===== src/rtl/prog_loader_pkg.sv =====
// prog_loader_pkg: shared definitions for the boot-time program loader.
//   state_t       loader FSM state encoding
//   HDR_BYTE_DEF  default frame start marker
//   CNT_W         width of the payload byte counter (holds 1..256)
//   len_to_count  maps the LEN byte to a payload count (0 means 256)
package prog_loader_pkg;

    localparam logic [7:0]  HDR_BYTE_DEF = 8'hA5;
    localparam int unsigned CNT_W        = 9;

    typedef enum logic [3:0] {
        HDR,
        LEN,
        BASE,
        DATA,
        CSUM,
        WAITGO,
        RUN,
        EXEC,
        ERR
    } state_t;

    function automatic logic [CNT_W-1:0] len_to_count(input logic [7:0] len);
        return (len == 8'h00) ? CNT_W'(256) : CNT_W'(len);
    endfunction

endpackage


===== src/rtl/prog_loader_if.sv =====
// prog_loader_if: byte stream handshake plus RAM write port of the loader.
//   in_valid/in_data/in_ready   valid/ready byte stream into the loader
//   ram_addr/ram_data/ram_wren  one-byte-per-cycle RAM write port
// Modports: master = stream source / RAM side, slave = the loader.
interface prog_loader_if #(
    parameter int unsigned AW = 8
);
    logic          in_valid;
    logic [7:0]    in_data;
    logic          in_ready;
    logic [AW-1:0] ram_addr;
    logic [7:0]    ram_data;
    logic          ram_wren;

    modport master (
        output in_valid, in_data,
        input  in_ready, ram_addr, ram_data, ram_wren
    );

    modport slave (
        input  in_valid, in_data,
        output in_ready, ram_addr, ram_data, ram_wren
    );
endinterface


===== src/rtl/prog_loader_csum.sv =====
// prog_loader_csum: 8-bit modular checksum accumulator.
//   clk, rst  clock, synchronous active-high reset
//   clr       clear the running sum
//   add       add din to the running sum
//   din       byte to add / byte to test against
//   zero      high when (sum + din) mod 256 == 0
module prog_loader_csum (
    input  logic       clk,
    input  logic       rst,
    input  logic       clr,
    input  logic       add,
    input  logic [7:0] din,
    output logic       zero
);
    logic [7:0] sum;
    logic [7:0] sum_nxt;

    assign sum_nxt = sum + din;
    assign zero    = (sum_nxt == 8'h00);

    always_ff @(posedge clk) begin
        if (rst) begin
            sum <= '0;
        end else if (clr) begin
            sum <= '0;
        end else if (add) begin
            sum <= sum_nxt;
        end
    end
endmodule


===== src/rtl/prog_loader.sv =====
// prog_loader: boot-time loader; receives a framed byte stream
// (HDR_BYTE, LEN, BASE, payload, CSUM) and writes the payload into the
// cpu RAM, holding the cpu in reset until a good checksum is seen.
//   clk, rst  clock, synchronous active-high reset
//   load_req  re-enter loading (from EXEC/ERR) or abort a frame in progress
//   go        manual start from WAITGO (ignored in the autorun build)
//   bus       stream handshake and RAM write port (slave modport)
//   cpu_hold  cpu reset; low only in RUN and EXEC
//   cpu_run   one-cycle run pulse, the cycle after RUN
//   done      valid image loaded (WAITGO or EXEC)
//   err       checksum failure, held until load_req or rst
// Build option: define PROG_LOADER_AUTORUN_EN to start the cpu directly
// after a good checksum instead of waiting for go.
module prog_loader
    import prog_loader_pkg::*;
#(
    parameter logic [7:0]  HDR_BYTE = HDR_BYTE_DEF,
    parameter int unsigned AW       = 8
) (
    input  logic          clk,
    input  logic          rst,
    input  logic          load_req,
    input  logic          go,
    prog_loader_if.slave  bus,
    output logic          cpu_hold,
    output logic          cpu_run,
    output logic          done,
    output logic          err
);
    state_t           state;
    state_t           state_nxt;
    logic [CNT_W-1:0] count;
    logic [AW-1:0]    ptr;
    logic             xfer;
    logic             take;
    logic             data_take;
    logic             csum_zero;

    assign xfer      = bus.in_valid && bus.in_ready;
    // load_req outranks a same-cycle transfer: the byte is dropped.
    assign take      = xfer && !load_req;
    assign data_take = take && (state == DATA);

    prog_loader_csum u_csum (
        .clk  (clk),
        .rst  (rst),
        .clr  (take && (state == BASE)),
        .add  (data_take),
        .din  (bus.in_data),
        .zero (csum_zero)
    );

    always_ff @(posedge clk) begin
        if (rst) begin
            state <= HDR;
        end else begin
            state <= state_nxt;
        end
    end

    always_comb begin
        state_nxt = state;
        if (load_req && (state inside {HDR, LEN, BASE, DATA, CSUM, EXEC, ERR})) begin
            state_nxt = HDR;
        end else begin
            unique case (state)
                HDR:    if (xfer && (bus.in_data == HDR_BYTE)) state_nxt = LEN;
                LEN:    if (xfer) state_nxt = BASE;
                BASE:   if (xfer) state_nxt = DATA;
                DATA:   if (xfer && (count == CNT_W'(1))) state_nxt = CSUM;
                CSUM: begin
                    if (xfer) begin
                        if (csum_zero) begin
`ifdef PROG_LOADER_AUTORUN_EN
                            state_nxt = RUN;
`else
                            state_nxt = WAITGO;
`endif
                        end else begin
                            state_nxt = ERR;
                        end
                    end
                end
                WAITGO: begin
`ifndef PROG_LOADER_AUTORUN_EN
                    if (go) state_nxt = RUN;
`endif
                end
                RUN:     state_nxt = EXEC;
                EXEC:    state_nxt = EXEC;
                ERR:     state_nxt = ERR;
                default: state_nxt = HDR;
            endcase
        end
    end

    always_comb begin
        bus.in_ready = (state inside {HDR, LEN, BASE, DATA, CSUM});
        cpu_hold     = !(state inside {RUN, EXEC});
        done         = (state inside {WAITGO, EXEC});
        err          = (state == ERR);
    end

    // Write port and run pulse are registered: a DATA byte is written the
    // cycle after it is accepted, and cpu_run follows RUN by one cycle so
    // the cpu is already out of reset when it sees it.
    always_ff @(posedge clk) begin
        if (rst) begin
            count        <= '0;
            ptr          <= '0;
            bus.ram_addr <= '0;
            bus.ram_data <= '0;
            bus.ram_wren <= 1'b0;
            cpu_run      <= 1'b0;
        end else begin
            bus.ram_wren <= data_take;
            cpu_run      <= (state == RUN);
            if (take) begin
                unique case (state)
                    LEN:  count <= len_to_count(bus.in_data);
                    BASE: ptr   <= AW'(bus.in_data);
                    DATA: begin
                        bus.ram_addr <= ptr;
                        bus.ram_data <= bus.in_data;
                        ptr          <= ptr + 1'b1;
                        count        <= count - 1'b1;
                    end
                    default: ;
                endcase
            end
        end
    end
endmodule


===== src/flat_wrapper.sv =====
// flat-port wrapper written by rule: the top's interface ports become plain ports
module prog_loader_flat import prog_loader_pkg::*;
#(
    parameter logic [7:0]  HDR_BYTE = HDR_BYTE_DEF,
    parameter int unsigned AW       = 8
)
  (clk, rst, load_req, go, cpu_hold, cpu_run, done, err, bus_in_valid, bus_in_data, bus_in_ready, bus_ram_addr, bus_ram_data, bus_ram_wren);
  prog_loader_if #(.AW(AW)) bus_i ();
  input  logic clk;
  input  logic rst;
  input  logic load_req;
  input  logic go;
  output logic cpu_hold;
  output logic cpu_run;
  output logic done;
  output logic err;
  input wire logic [$bits(bus_i.in_valid)-1:0] bus_in_valid;
  input wire logic [$bits(bus_i.in_data)-1:0] bus_in_data;
  output wire logic [$bits(bus_i.in_ready)-1:0] bus_in_ready;
  output wire logic [$bits(bus_i.ram_addr)-1:0] bus_ram_addr;
  output wire logic [$bits(bus_i.ram_data)-1:0] bus_ram_data;
  output wire logic [$bits(bus_i.ram_wren)-1:0] bus_ram_wren;
  assign bus_i.in_valid = bus_in_valid;
  assign bus_i.in_data = bus_in_data;
  assign bus_in_ready = bus_i.in_ready;
  assign bus_ram_addr = bus_i.ram_addr;
  assign bus_ram_data = bus_i.ram_data;
  assign bus_ram_wren = bus_i.ram_wren;
  prog_loader #(.HDR_BYTE(HDR_BYTE), .AW(AW)) u_core (.clk(clk), .rst(rst), .load_req(load_req), .go(go), .bus(bus_i), .cpu_hold(cpu_hold), .cpu_run(cpu_run), .done(done), .err(err));
endmodule

===== config.mk =====
export PLATFORM = sky130hd
export DESIGN_NAME = prog_loader_flat
export DESIGN_NICKNAME = d
export VERILOG_FILES = /design/src/rtl/prog_loader_pkg.sv /design/src/rtl/prog_loader_if.sv /design/src/rtl/prog_loader_csum.sv /design/src/rtl/prog_loader.sv /design/src/flat_wrapper.sv
export SDC_FILE = /design/constraint.sdc
export NUM_CORES = 1
export LEC_CHECK = 0
export BUFFER_PORTS_ARGS = -buffer_cell sky130_fd_sc_hd__buf_2
export CAP_MARGIN = 15
export CORE_UTILIZATION = 58
export DETAILED_ROUTE_END_ITERATION = 12
export HOLD_SLACK_MARGIN = 0.06
export PLACE_DENSITY = 0.92
export SLEW_MARGIN = 10
export SYNTH_ARGS = -nofsm -noshare
export SYNTH_HDL_FRONTEND = slang
export SYNTH_SLANG_ARGS = --single-unit

===== constraint.sdc =====
create_clock -name clk -period 2.35 [get_ports clk]
set_input_delay 0.3525 -clock clk [delete_from_list [all_inputs] [get_ports clk]]
set_output_delay 0.3525 -clock clk [all_outputs]
set_load 0.02 [all_outputs]

==> impl_metrics.csv, run 1 <==
group,metric,value,unit
grt,grt_max_degree,39,
sta,worst_slew_pin_slew,698,ps
floorplanning,die_y,70.2,µm
layout,layout_commonest_cell,"nand2_1",
worst_setup_path,r2r_start,"u_core.u_csum.sum[0]",
routing,drtAntennaViolNets,0,
synthesis,yosysSeqAreaShare,34.9,%
clocking,htree_num_levels,2,
grt,grt_pass1_wl,11.8,mm
routing,wl_per_cell,16.5,µm
layout,fin_util,70.2,%
power,comb_power_share,7.0,%
clocking,cts_buffers,5,
worst_setup_path,slowest_stage,"fa_1",
clocking,cts-root-buf,"clkbuf_8",
synthesis,async_flop_share,0,%
synthesis,synth_cell_types,59,
hold_path,min-delay-start,"bus_in_data[4]",
worst_setup_path,crit_start,"u_core.u_csum.sum[0]",
worst_setup_path,path_max_fanout,3,
clocking,clock_latency,310,ps
layout,nNetsFinal,410,
sta,hold_violations,0,
power,switching_share,23.4,%
layout,mostFrequentLayoutCells,"nand2_1, dfxtp_1, a21oi_1",
sta,fin_skew,7.78,ps
power,internal-power,1190,µW
synthesis,synthFlopType,"dfxtp_1",
worst_setup_path,critPathRequiredTime,2540,ps
clocking,cts_tree,"built",
floorplanning,dieArea,4920,µm²
grt,grt_pass1_vias,2619,
hold_path,hold_path.class,"in2reg",
synthesis,yosysWarnings,0,
sta,period_needed,2350,ps
clocking,postCtsSetupRepairBufs,0,
floorplanning,ios,35,
clocking,clock-sinks,47,
grt,antenna_found_initial,0,
power,clkPwrFrac,41.6,%
synthesis,syn_nets,372,
layout,diodes,0,
routing,drt_pass1_iterations,6,
synthesis,synth_edf_count,0,
power,seqPwrFrac,51.4,%
floorplanning,start_util,61.1,%
worst_setup_path,worstSetupPathType,"reg2reg",
worst_setup_path,cp_cell_sequence,"ha_1 -> fa_1 -> a211o_1 -> a21oi_1 -> o221ai_1 -> or2_1 -> o41ai_1",
sta,relSlewSlack,53.5,%
power,vdd.ir_drop.worst,0.291,mV
clocking,clockBufferDepth,2,
worst_setup_path,critPathLaunchType,"register",
worst_setup_path,end_kind,"register",
routing,drt_first_iter_violations,205,
placed_design,dp.cells,431,
flow_run,cap_violations,0,
sta,fin_crit_sh,99.9,%
sta,setup_viol,0,
placed_design,dp_hpwl,5.08,mm
layout,area_delta_synth_final,15.0,%
sta,timing.fmax,426,MHz
synthesis,syn_area_per_cell,7.74,µm²
power,power_density,499,nW/µm²
synthesis,syn-cell-area,2700,µm²
synthesis,ys_ff_latch,47,
layout,layout-drive-gt1-share,19.1,%
layout,final_cells,439,
run_status,status,"finished, final reports clean",
floorplanning,coreArea,4410,µm²
placed_design,place_congestion,0.947,
worst_setup_path,cp_slowest_stage_delay,420,ps
floorplanning,dieWidth,70.2,µm
placed_design,placement.io_buffers,34,
power,p_leak,0.00119,µW
routing,drcViolationCount,0,
synthesis,syn_inst,348,
sta,finalMaxSlewViolations,0,
worst_setup_path,path_buf_inv,0,
floorplanning,rows,24,
grt,globalRouteOverflowTotal,0,
routing,wl,7.23,mm
clocking,path_clk_slew,90,ps
routing,num_vias,2848,
power,switchingPower,361,µW
worst_setup_path,crit_family,"compound AO/OA/AOI/OAI gates",
routing,avgViaCountPerCell,6.49,
worst_setup_path,worstPathArrival,2540,ps
grt,grt_usage,29.2,%
[metal layers]
metal	up-vias	GRT usage [%]	wire, µm
met1	1327	37.0	2990
met5	-	0	0
li1	1336	-	-
met4	0	10.2	178
met2	156	49.7	3580
met3	29	5.19	479
[sequential cells by signal, indices dropped and copies added, names as in the netlist]
register	cells
u_core.ptr	8
u_core.bus.ram_addr	8
u_core.bus.ram_wren	1
u_core.count	9
u_core.u_csum.sum	8
u_core.cpu_run	1
u_core.bus.ram_data	8
u_core.state	4
[layout make-up]
type / instances / area, µm²
multi-input combinational: 274 / 1660
fill: 339 / 1310
sequential: 47 / 941
timing repair buffer: 49 / 283
clock buffer: 6 / 82.6
tap: 52 / 65.1
clock inverter: 2 / 38.8
inverter: 9 / 33.8
[timing repair]
item / 4_1_cts / 5_1_grt
hold buffers: 0 / 0
resized for setup: 0 / 1
setup endpoints to repair: 0 / 1
[cell usage after synthesis (2+ instances only)]
cell / number / area, µm²
o41ai_2: 2 / 32.5
nor3b_1: 6 / 45.0
or3_1: 8 / 50.1
o22ai_1: 4 / 25.0
and2_1: 3 / 18.8
nand3b_1: 4 / 30.0
nand4_1: 2 / 12.5
nand2b_1: 2 / 12.5
xor2_1: 2 / 17.5
nor4b_1: 2 / 17.5
o31ai_1: 4 / 30.0
a22oi_1: 6 / 45.0
buf_2: 4 / 20.0
a211oi_2: 2 / 25.0
dfxtp_1: 47 / 941
a211oi_1: 4 / 30.0
a21oi_1: 41 / 205
nor4_1: 3 / 18.8
or2_2: 2 / 12.5
o21ai_0: 19 / 95.1
nor2b_1: 4 / 25.0
inv_1: 9 / 33.8
and3_1: 3 / 18.8
and4_1: 2 / 17.5
nand2_1: 67 / 251
xnor2_1: 2 / 17.5
o41ai_1: 3 / 26.3
nor2_1: 29 / 109
a22o_1: 3 / 26.3
a311oi_1: 4 / 35.0
nor3_1: 5 / 25.0
nand3_1: 2 / 10.0
ha_1: 10 / 125
clkbuf_1: 12 / 45.0
o21ai_1: 2 / 10.0
[stage by stage]
stage / instance area [µm²] / TNS [ps] / power [µW] / hold slack [ps] / worst slack (ps)
after floorplan: 2700 / 0 / 870 / 440 / 196
after global placement: 2970 / 0 / 912 / 440 / 59.9
after detailed placement: 2970 / -125 / 916 / 446 / -78.3
after CTS: 3090 / 0 / 1550 / 332 / 74.6
after global routing: 3100 / -5.34 / 1580 / 358 / -5.34
final: 3100 / 0 / 1550 / 337 / 3.23
[kinds of logic (layout without fill, tap and decap cells)]
kind of cell             Yosys count  count (layout)  synth area share (%)
AO/OA/AOI/OAI                    108             108                  26.6
AND/OR/NAND/NOR                  151             151                  27.7
XOR/XNOR                           4               4                  1.30
flip-flops                        47              47                  34.9
adder cells (fa/ha/maj)           11              11                  5.39
buffers and inverters             27              66                  4.09
[final timing paths]
check / end / slack, ps / cells past startpoint
min: u_core.bus.ram_data[4] / 340 / 3
min reg2reg: u_core.bus.ram_addr[2] / 460 / 2
max reg2reg: u_core.state[2] / 3 / 7
max: u_core.state[2] / 3 / 7
[power by group through the flow]
| stage | Sequential, µW | Combinational, µW | Clock, µW |
|---|---|---|---|
| final | 796 | 108 | 643 |
| after global routing | 796 | 114 | 670 |
| after CTS | 796 | 102 | 647 |
| after detailed placement | 814 | 102 | 0 |
| after global placement | 814 | 97.9 | 0 |
| after floorplan | 814 | 55.3 | 0 |
[worst reg2reg max path: stages (launching register included)]
cell and delay (ps):
dfxtp_1 320, ha_1 220, fa_1 420, a211o_1 310, a21oi_1 200, o221ai_1 210
or2_1 270, o41ai_1 280
(Power assumes the default switching activity.)
==> inputs of run 2 (changes only) <==
CORE_UTILIZATION = 60   (was 58)
PLACE_DENSITY = 0.94   (was 0.92)
clock period = 2.9 ns   (was 2.35 ns; I/O delays follow)
==> impl_metrics.csv, run 2 (synthesis results as in run 1) <==
group,metric,value,unit
run_status,status,"finished, final reports clean",
routing,num_vias,2747,
placed_design,place_congestion,0.918,
grt,grt_pass1_vias,2526,
layout,largest_reg_flops,9,
grt,grt_max_degree,39,
floorplanning,die_y,69.0,µm
worst_setup_path,end_kind,"register",
clocking,clockBufferDepth,2,
worst_setup_path,rr_endpoint,"u_core.state[3]",
hold_path,hold_path.class,"in2reg",
clocking,path_clk_slew,100,ps
flow_run,cap_violations,0,
grt,globalRouteOverflowTotal,0,
sta,relSlewSlack,51.1,%
sta,finalSetupTns,0,ps
routing,drcViolationCount,0,
placed_design,dp_hpwl,4.75,mm
sta,fin_crit_sh,80.6,%
power,p_leak,0.00113,µW
routing,drt_pass1_iterations,5,
floorplanning,ios,35,
floorplanning,dieArea,4760,µm²
layout,fillers,350,
clocking,cts_buffers,5,
layout,layout-drive-gt1-share,16.5,%
layout,layout_commonest_cell,"nand2_1",
layout,multi_input_area,1650,µm²
sta,rsz0062_at_grt,"no",
clocking,clock_latency,310,ps
sta,worst_slew_pin_slew,724,ps
worst_setup_path,r2r_start,"u_core.u_csum.sum[0]",
layout,mostFrequentLayoutCells,"nand2_1, dfxtp_1, a21oi_1",
routing,wl_per_cell,15.8,µm
sta,period_needed,2340,ps
sta,timing.fmax,428,MHz
worst_setup_path,reg2regPathDepth,7,
worst_setup_path,worstSetupPathType,"reg2reg",
floorplanning,coreArea,4320,µm²
layout,diodes,0,
worst_setup_path,cp-endpoint,"u_core.state[3]",
routing,drtAntennaViolNets,0,
grt,grt_pass1_wl,11.2,mm
layout,nNetsFinal,399,
worst_setup_path,worstPathArrival,2570,ps
worst_setup_path,crit_start,"u_core.u_csum.sum[0]",
power,power_density,407,nW/µm²
clocking,clock-sinks,47,
routing,avgViaCountPerCell,6.42,
power,vdd.ir_drop.worst,0.198,mV
clocking,holdBufCountCts,0,
floorplanning,dieWidth,69.0,µm
worst_setup_path,critPathLaunchType,"register",
clocking,post_cts_resized,0,
floorplanning,rows,24,
grt,grt_usage,28.4,%
sta,setup_viol,0,
placed_design,placement.io_buffers,34,
routing,drt_first_iter_violations,305,
worst_setup_path,r2r_setup_slack,560,ps
worst_setup_path,critPathRequiredTime,3140,ps
routing,wl,6.75,mm
sta,finalMaxSlewViolations,0,
worst_setup_path,path_max_fanout,4,
layout,regArea,941,µm²
floorplanning,start_util,62.3,%
sta,hold_violations,0,
grt,antenna_found_initial,0,
clocking,postCtsSetupRepairBufs,0,
clocking,cts-root-buf,"clkbuf_8",
layout,largest_register,"u_core.count",
sta,fin_skew,5.44,ps
layout,fin_util,69.5,%
layout,area_delta_synth_final,11.5,%
clocking,htree_num_levels,2,
clocking,cts_tree,"built",
## run 2: worst max-delay path: stages, from the launching register on
cell      delay, ps
dfxtp_1         330
ha_1            220
fa_1            410
a211o_1         310
and3_1          200
o311ai_1        510
nor4b_1         120
a22oi_1         170
## run 2: worst min-delay path by stage
stage / from / endpoint / slack [ps] / cells past startpoint
floorplan: u_core.u_csum.sum[0] / u_core.u_csum.sum[0] / 440 / 2
global placement: u_core.bus.ram_data[1] / u_core.bus.ram_data[1] / 440 / 2
detailed placement: u_core.bus.ram_data[5] / u_core.bus.ram_data[5] / 450 / 2
CTS: bus_in_data[2] / u_core.bus.ram_data[2] / 410 / 3
global route: bus_in_data[0] / u_core.bus.ram_data[0] / 440 / 3
finish: bus_in_data[2] / u_core.bus.ram_data[2] / 410 / 3
## run 2: metrics by stage
step | setup slack (ps) | cells | power [µW] | instance area, µm² | hold WS [ps]
4_1_cts | 623 | 428 | 1220 | 3010 | 412
3_3_place_gp | 415 | 420 | 731 | 2890 | 440
2_1_floorplan | 663 | 348 | 705 | 2700 | 440
5_1_grt | 401 | 428 | 1250 | 3010 | 436
3_5_place_dp | 340 | 420 | 732 | 2890 | 445
6_report | 562 | 428 | 1220 | 3010 | 410
## run 2: area by class of cell
cell class	instances	area share (%)
clock inverter	3	1.58
multi-input combinational	274	54.9
inverter	9	1.12
tap	52	2.16
clock buffer	5	2.29
timing repair buffer	38	6.66
sequential	47	31.3
## run 2: where the power goes
group	switching, µW	internal (µW)
clock network	244	261
logic	50.0	24.3
registers	0.0316	645
## run 2: layer usage
metal / GRT usage, % / routed length, µm / vias to the layer above
met5: 0 / 0 / -
met2: 49.2 / 3370 / 110
met3: 5.70 / 435 / 16
met1: 34.8 / 2830 / 1308
li1: - / - / 1313
met4: 10.4 / 112 / 0
